**src/rtl/clock_pkg.sv**
```systemverilog
// rtl/clock_pkg.sv - shared encodings and default timing constants for the clock adjust path
package clock_pkg;

    typedef enum logic [1:0] {
        MODE_RUN       = 2'b00,
        MODE_SET_TIME  = 2'b01,
        MODE_SET_ALARM = 2'b10
    } mode_e;

    typedef enum logic [1:0] {
        FIELD_HOUR   = 2'b00,
        FIELD_MINUTE = 2'b01,
        FIELD_SECOND = 2'b10
    } field_e;

    localparam int DEF_DEB_CYCLES = 20;
    localparam int DEF_TIMEOUT    = 30000;
    localparam int DEF_BLINK_HALF = 500;

    function automatic field_e field_step(input field_e f);
        case (f)
            FIELD_HOUR:   return FIELD_MINUTE;
            FIELD_MINUTE: return FIELD_SECOND;
            default:      return FIELD_HOUR;
        endcase
    endfunction

endpackage

```
**src/rtl/key_debounce.sv**
```systemverilog
// rtl/key_debounce.sv - two-flop synchroniser plus counter debounce for one raw key
module key_debounce
    import clock_pkg::*;
#(
    parameter int DEB_CYCLES = DEF_DEB_CYCLES
) (
    input  logic clk,
    input  logic rst,
    input  logic key,
    output logic stable,
    output logic flip
);

    localparam int CW = (DEB_CYCLES > 1) ? $clog2(DEB_CYCLES) : 1;
    localparam logic [CW-1:0] CNT_MAX = CW'(DEB_CYCLES - 1);

    logic          sync1;
    logic          sync2;
    logic [CW-1:0] cnt;

    // flip is a one-cycle pulse coincident with the new stable level
    always_ff @(posedge clk or posedge rst) begin
        if (rst) begin
            sync1  <= 1'b0;
            sync2  <= 1'b0;
            cnt    <= '0;
            stable <= 1'b0;
            flip   <= 1'b0;
        end else begin
            sync1 <= key;
            sync2 <= sync1;
            flip  <= 1'b0;
            if (sync2 == stable) begin
                cnt <= '0;
            end else if (cnt == CNT_MAX) begin
                cnt    <= '0;
                stable <= sync2;
                flip   <= 1'b1;
            end else begin
                cnt <= cnt + 1'b1;
            end
        end
    end

endmodule

```
**src/rtl/adjust_ctrl.sv**
```systemverilog
// rtl/adjust_ctrl.sv - key debounce, mode/field FSM, timeout and blink for time/alarm adjust
module adjust_ctrl
    import clock_pkg::*;
#(
    parameter int DEB_CYCLES = DEF_DEB_CYCLES,
    parameter int TIMEOUT    = DEF_TIMEOUT,
    parameter int BLINK_HALF = DEF_BLINK_HALF
) (
    input  logic       CP,
    input  logic       CR,
    input  logic       KEY_MODE,
    input  logic       KEY_SEL,
    input  logic       KEY_UP,
    input  logic       KEY_DOWN,
    output logic [1:0] MODE,
    output logic [1:0] FIELD,
    output logic       H_UP,
    output logic       H_DOWN,
    output logic       M_UP,
    output logic       M_DOWN,
    output logic       S_UP,
    output logic       S_DOWN,
    output logic       PE,
    output logic       COMMIT_T,
    output logic       COMMIT_A,
    output logic       BLINK
);

    localparam int TW = (TIMEOUT > 1) ? $clog2(TIMEOUT) : 1;
    localparam int BW = (BLINK_HALF > 1) ? $clog2(BLINK_HALF) : 1;
    localparam logic [TW-1:0] TMO_MAX   = TW'(TIMEOUT - 1);
    localparam logic [BW-1:0] BLINK_MAX = BW'(BLINK_HALF - 1);

    logic mode_lvl, sel_lvl, up_lvl, down_lvl;
    logic mode_flip, sel_flip, up_flip, down_flip;

    key_debounce #(.DEB_CYCLES(DEB_CYCLES)) u_deb_mode (
        .clk(CP), .rst(CR), .key(KEY_MODE), .stable(mode_lvl), .flip(mode_flip));
    key_debounce #(.DEB_CYCLES(DEB_CYCLES)) u_deb_sel (
        .clk(CP), .rst(CR), .key(KEY_SEL), .stable(sel_lvl), .flip(sel_flip));
    key_debounce #(.DEB_CYCLES(DEB_CYCLES)) u_deb_up (
        .clk(CP), .rst(CR), .key(KEY_UP), .stable(up_lvl), .flip(up_flip));
    key_debounce #(.DEB_CYCLES(DEB_CYCLES)) u_deb_down (
        .clk(CP), .rst(CR), .key(KEY_DOWN), .stable(down_lvl), .flip(down_flip));

    logic mode_press, sel_press, key_activity;
    assign mode_press   = mode_flip & mode_lvl;
    assign sel_press    = sel_flip & sel_lvl;
    assign key_activity = mode_flip | sel_flip | up_flip | down_flip;

    mode_e         state, state_nx;
    field_e        field, field_nx;
    logic [TW-1:0] tmo_cnt;
    logic [BW-1:0] blink_cnt;
    logic          blink_tog;
    logic [5:0]    adj_q, adj_nx;
    logic          pe_q, commit_t_q, commit_a_q;
    logic          set_mode, tmo_hit, entering, up_only, down_only;

    assign set_mode  = (state != MODE_RUN);
    assign tmo_hit   = set_mode && (tmo_cnt == TMO_MAX);
    assign entering  = (state_nx != state) && (state_nx != MODE_RUN);
    assign up_only   = up_lvl & ~down_lvl;
    assign down_only = down_lvl & ~up_lvl;

    // MODE press outranks both timeout and a same-cycle SEL press
    always_comb begin
        state_nx = state;
        field_nx = field;
        if (mode_press) begin
            case (state)
                MODE_RUN:      state_nx = MODE_SET_TIME;
                MODE_SET_TIME: state_nx = MODE_SET_ALARM;
                default:       state_nx = MODE_RUN;
            endcase
            field_nx = FIELD_HOUR;
        end else if (tmo_hit) begin
            state_nx = MODE_RUN;
            field_nx = FIELD_HOUR;
        end else if (sel_press && set_mode) begin
            field_nx = field_step(field);
        end
    end

    // adjust pair is decoded against the next field so it tracks FIELD exactly
    always_comb begin
        adj_nx = 6'b0;
        if (state_nx != MODE_RUN && !entering) begin
            case (field_nx)
                FIELD_HOUR:   adj_nx = {up_only, down_only, 4'b0};
                FIELD_MINUTE: adj_nx = {2'b0, up_only, down_only, 2'b0};
                FIELD_SECOND: adj_nx = {4'b0, up_only, down_only};
                default:      adj_nx = 6'b0;
            endcase
        end
    end

    always_ff @(posedge CP or posedge CR) begin
        if (CR) begin
            state      <= MODE_RUN;
            field      <= FIELD_HOUR;
            pe_q       <= 1'b0;
            commit_t_q <= 1'b0;
            commit_a_q <= 1'b0;
            adj_q      <= 6'b0;
        end else begin
            state      <= state_nx;
            field      <= field_nx;
            pe_q       <= entering;
            commit_t_q <= (state == MODE_SET_TIME) && (state_nx != MODE_SET_TIME);
            commit_a_q <= (state == MODE_SET_ALARM) && (state_nx != MODE_SET_ALARM);
            adj_q      <= adj_nx;
        end
    end

    always_ff @(posedge CP or posedge CR) begin
        if (CR) begin
            tmo_cnt <= '0;
        end else if (!set_mode || state_nx != state || key_activity || up_lvl || down_lvl) begin
            tmo_cnt <= '0;
        end else begin
            tmo_cnt <= tmo_cnt + 1'b1;
        end
    end

    always_ff @(posedge CP or posedge CR) begin
        if (CR) begin
            blink_cnt <= '0;
            blink_tog <= 1'b0;
        end else if (state_nx == MODE_RUN) begin
            blink_cnt <= '0;
            blink_tog <= 1'b0;
        end else if (blink_cnt == BLINK_MAX) begin
            blink_cnt <= '0;
            blink_tog <= ~blink_tog;
        end else begin
            blink_cnt <= blink_cnt + 1'b1;
        end
    end

    assign MODE     = state;
    assign FIELD    = field;
    assign {H_UP, H_DOWN, M_UP, M_DOWN, S_UP, S_DOWN} = adj_q;
    assign PE       = pe_q;
    assign COMMIT_T = commit_t_q;
    assign COMMIT_A = commit_a_q;
    assign BLINK    = set_mode && (blink_tog || (|adj_q));

endmodule
```
**config.mk**
```make
export PLATFORM = sky130hd
export DESIGN_NAME = adjust_ctrl
export DESIGN_NICKNAME = d
export VERILOG_FILES = /design/src/rtl/clock_pkg.sv /design/src/rtl/key_debounce.sv /design/src/rtl/adjust_ctrl.sv
export SDC_FILE = /design/constraint.sdc
export NUM_CORES = 1
export LEC_CHECK = 0
export BUFFER_PORTS_ARGS = -buffer_cell sky130_fd_sc_hd__buf_2
export CAP_MARGIN = 5
export CELL_PAD_IN_SITES_DETAIL_PLACEMENT = 1
export CELL_PAD_IN_SITES_GLOBAL_PLACEMENT = 2
export CORE_ASPECT_RATIO = 1.1
export CORE_MARGIN = 2
export CORE_UTILIZATION = 30
export CTS_CLUSTER_SIZE = 24
export DETAILED_ROUTE_END_ITERATION = 16
export PLACE_DENSITY = 0.6
export SYNTH_ARGS = -nofsm -noshare
export SYNTH_HDL_FRONTEND = slang
export SYNTH_SLANG_ARGS = --single-unit
```
**constraint.sdc**
```tcl
create_clock -name CP -period 3.2 [get_ports CP]
set_input_delay 0.64 -clock CP [delete_from_list [all_inputs] [get_ports CP]]
set_output_delay 0.64 -clock CP [all_outputs]
set_load 0.01 [all_outputs]
```
==> results.md <==
* Vias in the first global route at 2298
* Vias at 2177
* Final antenna-violating net count at 0
* Synth top area share at 57.3%
* Cts hold-fix bufs at 0
* Mapped Cells at 295
* Setup crit end kind: register
* CTS tree: done
* Final worst-path cycle share at 63.7%
* Clock latency on the worst-skew pair at 0.33 ns
* Flop2flop setup slack at 1.16 ns
* Drt drc at 0
* Hold Crit Class: reg -> reg
* WP data arrival at 2.25 ns
* Layout cells sized above 1 at 15.3%
* GPL Wtd Cong at 0.679
* Most frequent cell after synthesis: dfrtp_1
* Syn Area/Cell at 11.0 um2
* Skew final at 0.00826 ns
* Top FF cell, synth: dfrtp_1
* Post-synth top area cell: dfrtp_1
* RSZ-0062 raised after global routing: no
* Max-cap check violation count at 0
* Tmin final at 2.04 ns
* Initial antenna violation count at 0
* DR iter-0 viols at 36
* Final slew viol count at 0
* Post-synth EDFFs at 0
* Status: finished, final reports clean
* Actual slew at the worst max-slew pin at 0.615 ns
* Hold WS at 0.348 ns
* PwrDens at 566 mW/mm2
* Placed Cells at 455
* Total GRT Usage at 12.1%
* Maximum clock rate at 490 MHz
* Die height at 113 um
* Post-CTS resize count at 0
* Port-buffer cells at 19
* IO Pins at 20
* Final Non-Filler Cells at 470
* Worst-case clock buffer depth at 2
* Synth cell types at 35
* Wire per inst at 13.3 um
* Critical path origin: tmo_cnt[0]$_DFF_PP0_
* Row Count at 39
* Hold Path Stages at 0
* Worst endpoint required time at 3.41 ns
* Reg2reg end: blink_cnt[4]$_DFF_PP0_
* Cells on worst reg2reg path at 5
* Commonest cells in the netlist: dfrtp_1 (74), nor2_1 (52), xnor2_1 (26)
* Sequential area share after synthesis at 57.3%
* TNS Setup at 0 ns
* P&R area growth vs syn at 18.9%
* Final-report setup violation count at 0
* Flops & latches, synth at 74
* Final HPWL DP at 4370 um
* Worst Setup EP: blink_cnt[4]$_DFF_PP0_
* Final Hold Violating Endpoints at 0
* CORE AREA at 0.0104 mm2
* LEAKAGE at 0.00160 uW
* Warnings, synthesis at 0
* # clock sinks at 74
* Setup crit start kind: register
* Post-Syn Area at 0.00323 mm2
* # H-tree levels at 3
* Reg2reg start: tmo_cnt[0]$_DFF_PP0_
* GRT overflow at 0
* Relative slew slack at 58.9%
* N_diodes at 0
* TritonRoute pass-1 iters at 4
* Vias/cell at 4.63
* Post-layout nets at 335
* Root Buffer: clkbuf_16
* Ys async rst share at 100%
* Peak VDD IR at 0.000257 V
* Post-Route WL at 6250 um
* Main area contributors after synthesis: dfrtp_1 (57%), xnor2_1 (7.0%), nor2_1 (6.0%), mux2_2 (2.8%), nand3_1 (2.5%)
* Post-synth net total at 307
* First-pass GRT wire length at 11000 um
* Die width at 103 um
* Starting Density at 31.0%
* Post-CTS setup buffers at 0
* Crit path max fanout at 8
* Crit path kind: reg -> reg
* Power Total at 2180 uW
* TritonCTS buffer count at 9
* Reg clk slew, reported paths at 0.06 ns
* Pin count of the biggest net entering global routing at 48
* Die area at 0.0116 mm2
## worst min-delay path by stage
stage	start	to	slack [ns]
2_1_floorplan	u_deb_down.sync1$_DFF_PP0_	u_deb_down.sync2$_DFF_PP0_	0.33
3_3_place_gp	u_deb_down.sync1$_DFF_PP0_	u_deb_down.sync2$_DFF_PP0_	0.33
3_5_place_dp	u_deb_sel.sync1$_DFF_PP0_	u_deb_sel.sync2$_DFF_PP0_	0.34
4_1_cts	u_deb_sel.sync1$_DFF_PP0_	u_deb_sel.sync2$_DFF_PP0_	0.35
5_1_grt	u_deb_up.sync1$_DFF_PP0_	u_deb_up.sync2$_DFF_PP0_	0.36
6_report	u_deb_sel.sync1$_DFF_PP0_	u_deb_sel.sync2$_DFF_PP0_	0.35
## cells by family (layout without fill, tap and decap cells)
group | Yosys count | after routing | share of synthesized area, %
compound gates | 22 | 22 | 4.99
flops | 74 | 74 | 57.3
mux | 8 | 8 | 2.79
simple gates | 141 | 141 | 22.1
xor+xnor | 33 | 33 | 8.94
fa+ha+maj | 6 | 6 | 2.32
buf+inv | 11 | 43 | 1.66
## layout by cell type, fill, tap and decap left out, types with 2 or more instances in the layout
master	count
nor2b_1	9
buf_2	19
nand3_1	16
a31oi_1	2
nand4_1	6
mux2_2	8
and2_1	3
nor2_1	52
a22oi_1	3
nor3_1	12
nor3b_1	6
inv_1	7
dfrtp_1	74
clkbuf_16	9
nand2_1	20
xnor2_1	26
nand2b_1	4
bufinv_16	3
a21oi_1	5
o21ai_0	8
nor4_1	5
ha_1	6
xor2_1	7
## metal layers
metal	GRT usage, %	vias up	wire [um]
met5	0	-	0
met4	5.79	0	125
met3	3.15	10	189
met2	18.8	25	2870
met1	15.5	1080	3070
li1	-	1062	-
## registers in the layout, indices dropped and copies added, names as in the netlist, 2 cells and up
| signal | flops |
|---|---|
| u_deb_mode.cnt | 5 |
| blink_cnt | 9 |
| FIELD | 2 |
| tmo_cnt | 15 |
| u_deb_down.cnt | 5 |
| u_deb_up.cnt | 5 |
| adj_q | 6 |
| MODE | 2 |
| u_deb_sel.cnt | 5 |
## cell type report
| type | instances | area, um2 |
|---|---|---|
| Clock buffer | 10 | 239 |
| Multi-Input combinational cell | 210 | 1330 |
| Sequential cell | 74 | 1850 |
| Clock inverter | 5 | 103 |
| Tap cell | 143 | 179 |
| Fill cell | 1210 | 6600 |
| Inverter | 8 | 30.0 |
| Timing Repair Buffer | 20 | 115 |
## where the power goes
part           leakage (uW)  total, uW  switching [uW]  internal (uW)
clock              0.000165       1160             379            777
combinational      0.000434       54.2            33.2           20.9
sequential          0.00101        966            12.3            953
## through the flow
stage	setup WS [ns]	cell area [um2]	utilization, %
after floorplan	0.678	3230	-
after global placement	1.21	3500	33.6
after detailed placement	1.16	3500	33.6
after CTS	1.15	3850	36.8
after global routing	1.02	3850	36.8
final	1.16	3850	36.8
## worst max-delay path, stage by stage (launching register included)
cell     delay (ns)
dfrtp_1        0.40
ha_1           0.21
nand3_1        0.28
o41a_4         0.64
a31oi_4        0.29
nor2_1         0.09
(Power assumes the default switching activity.)
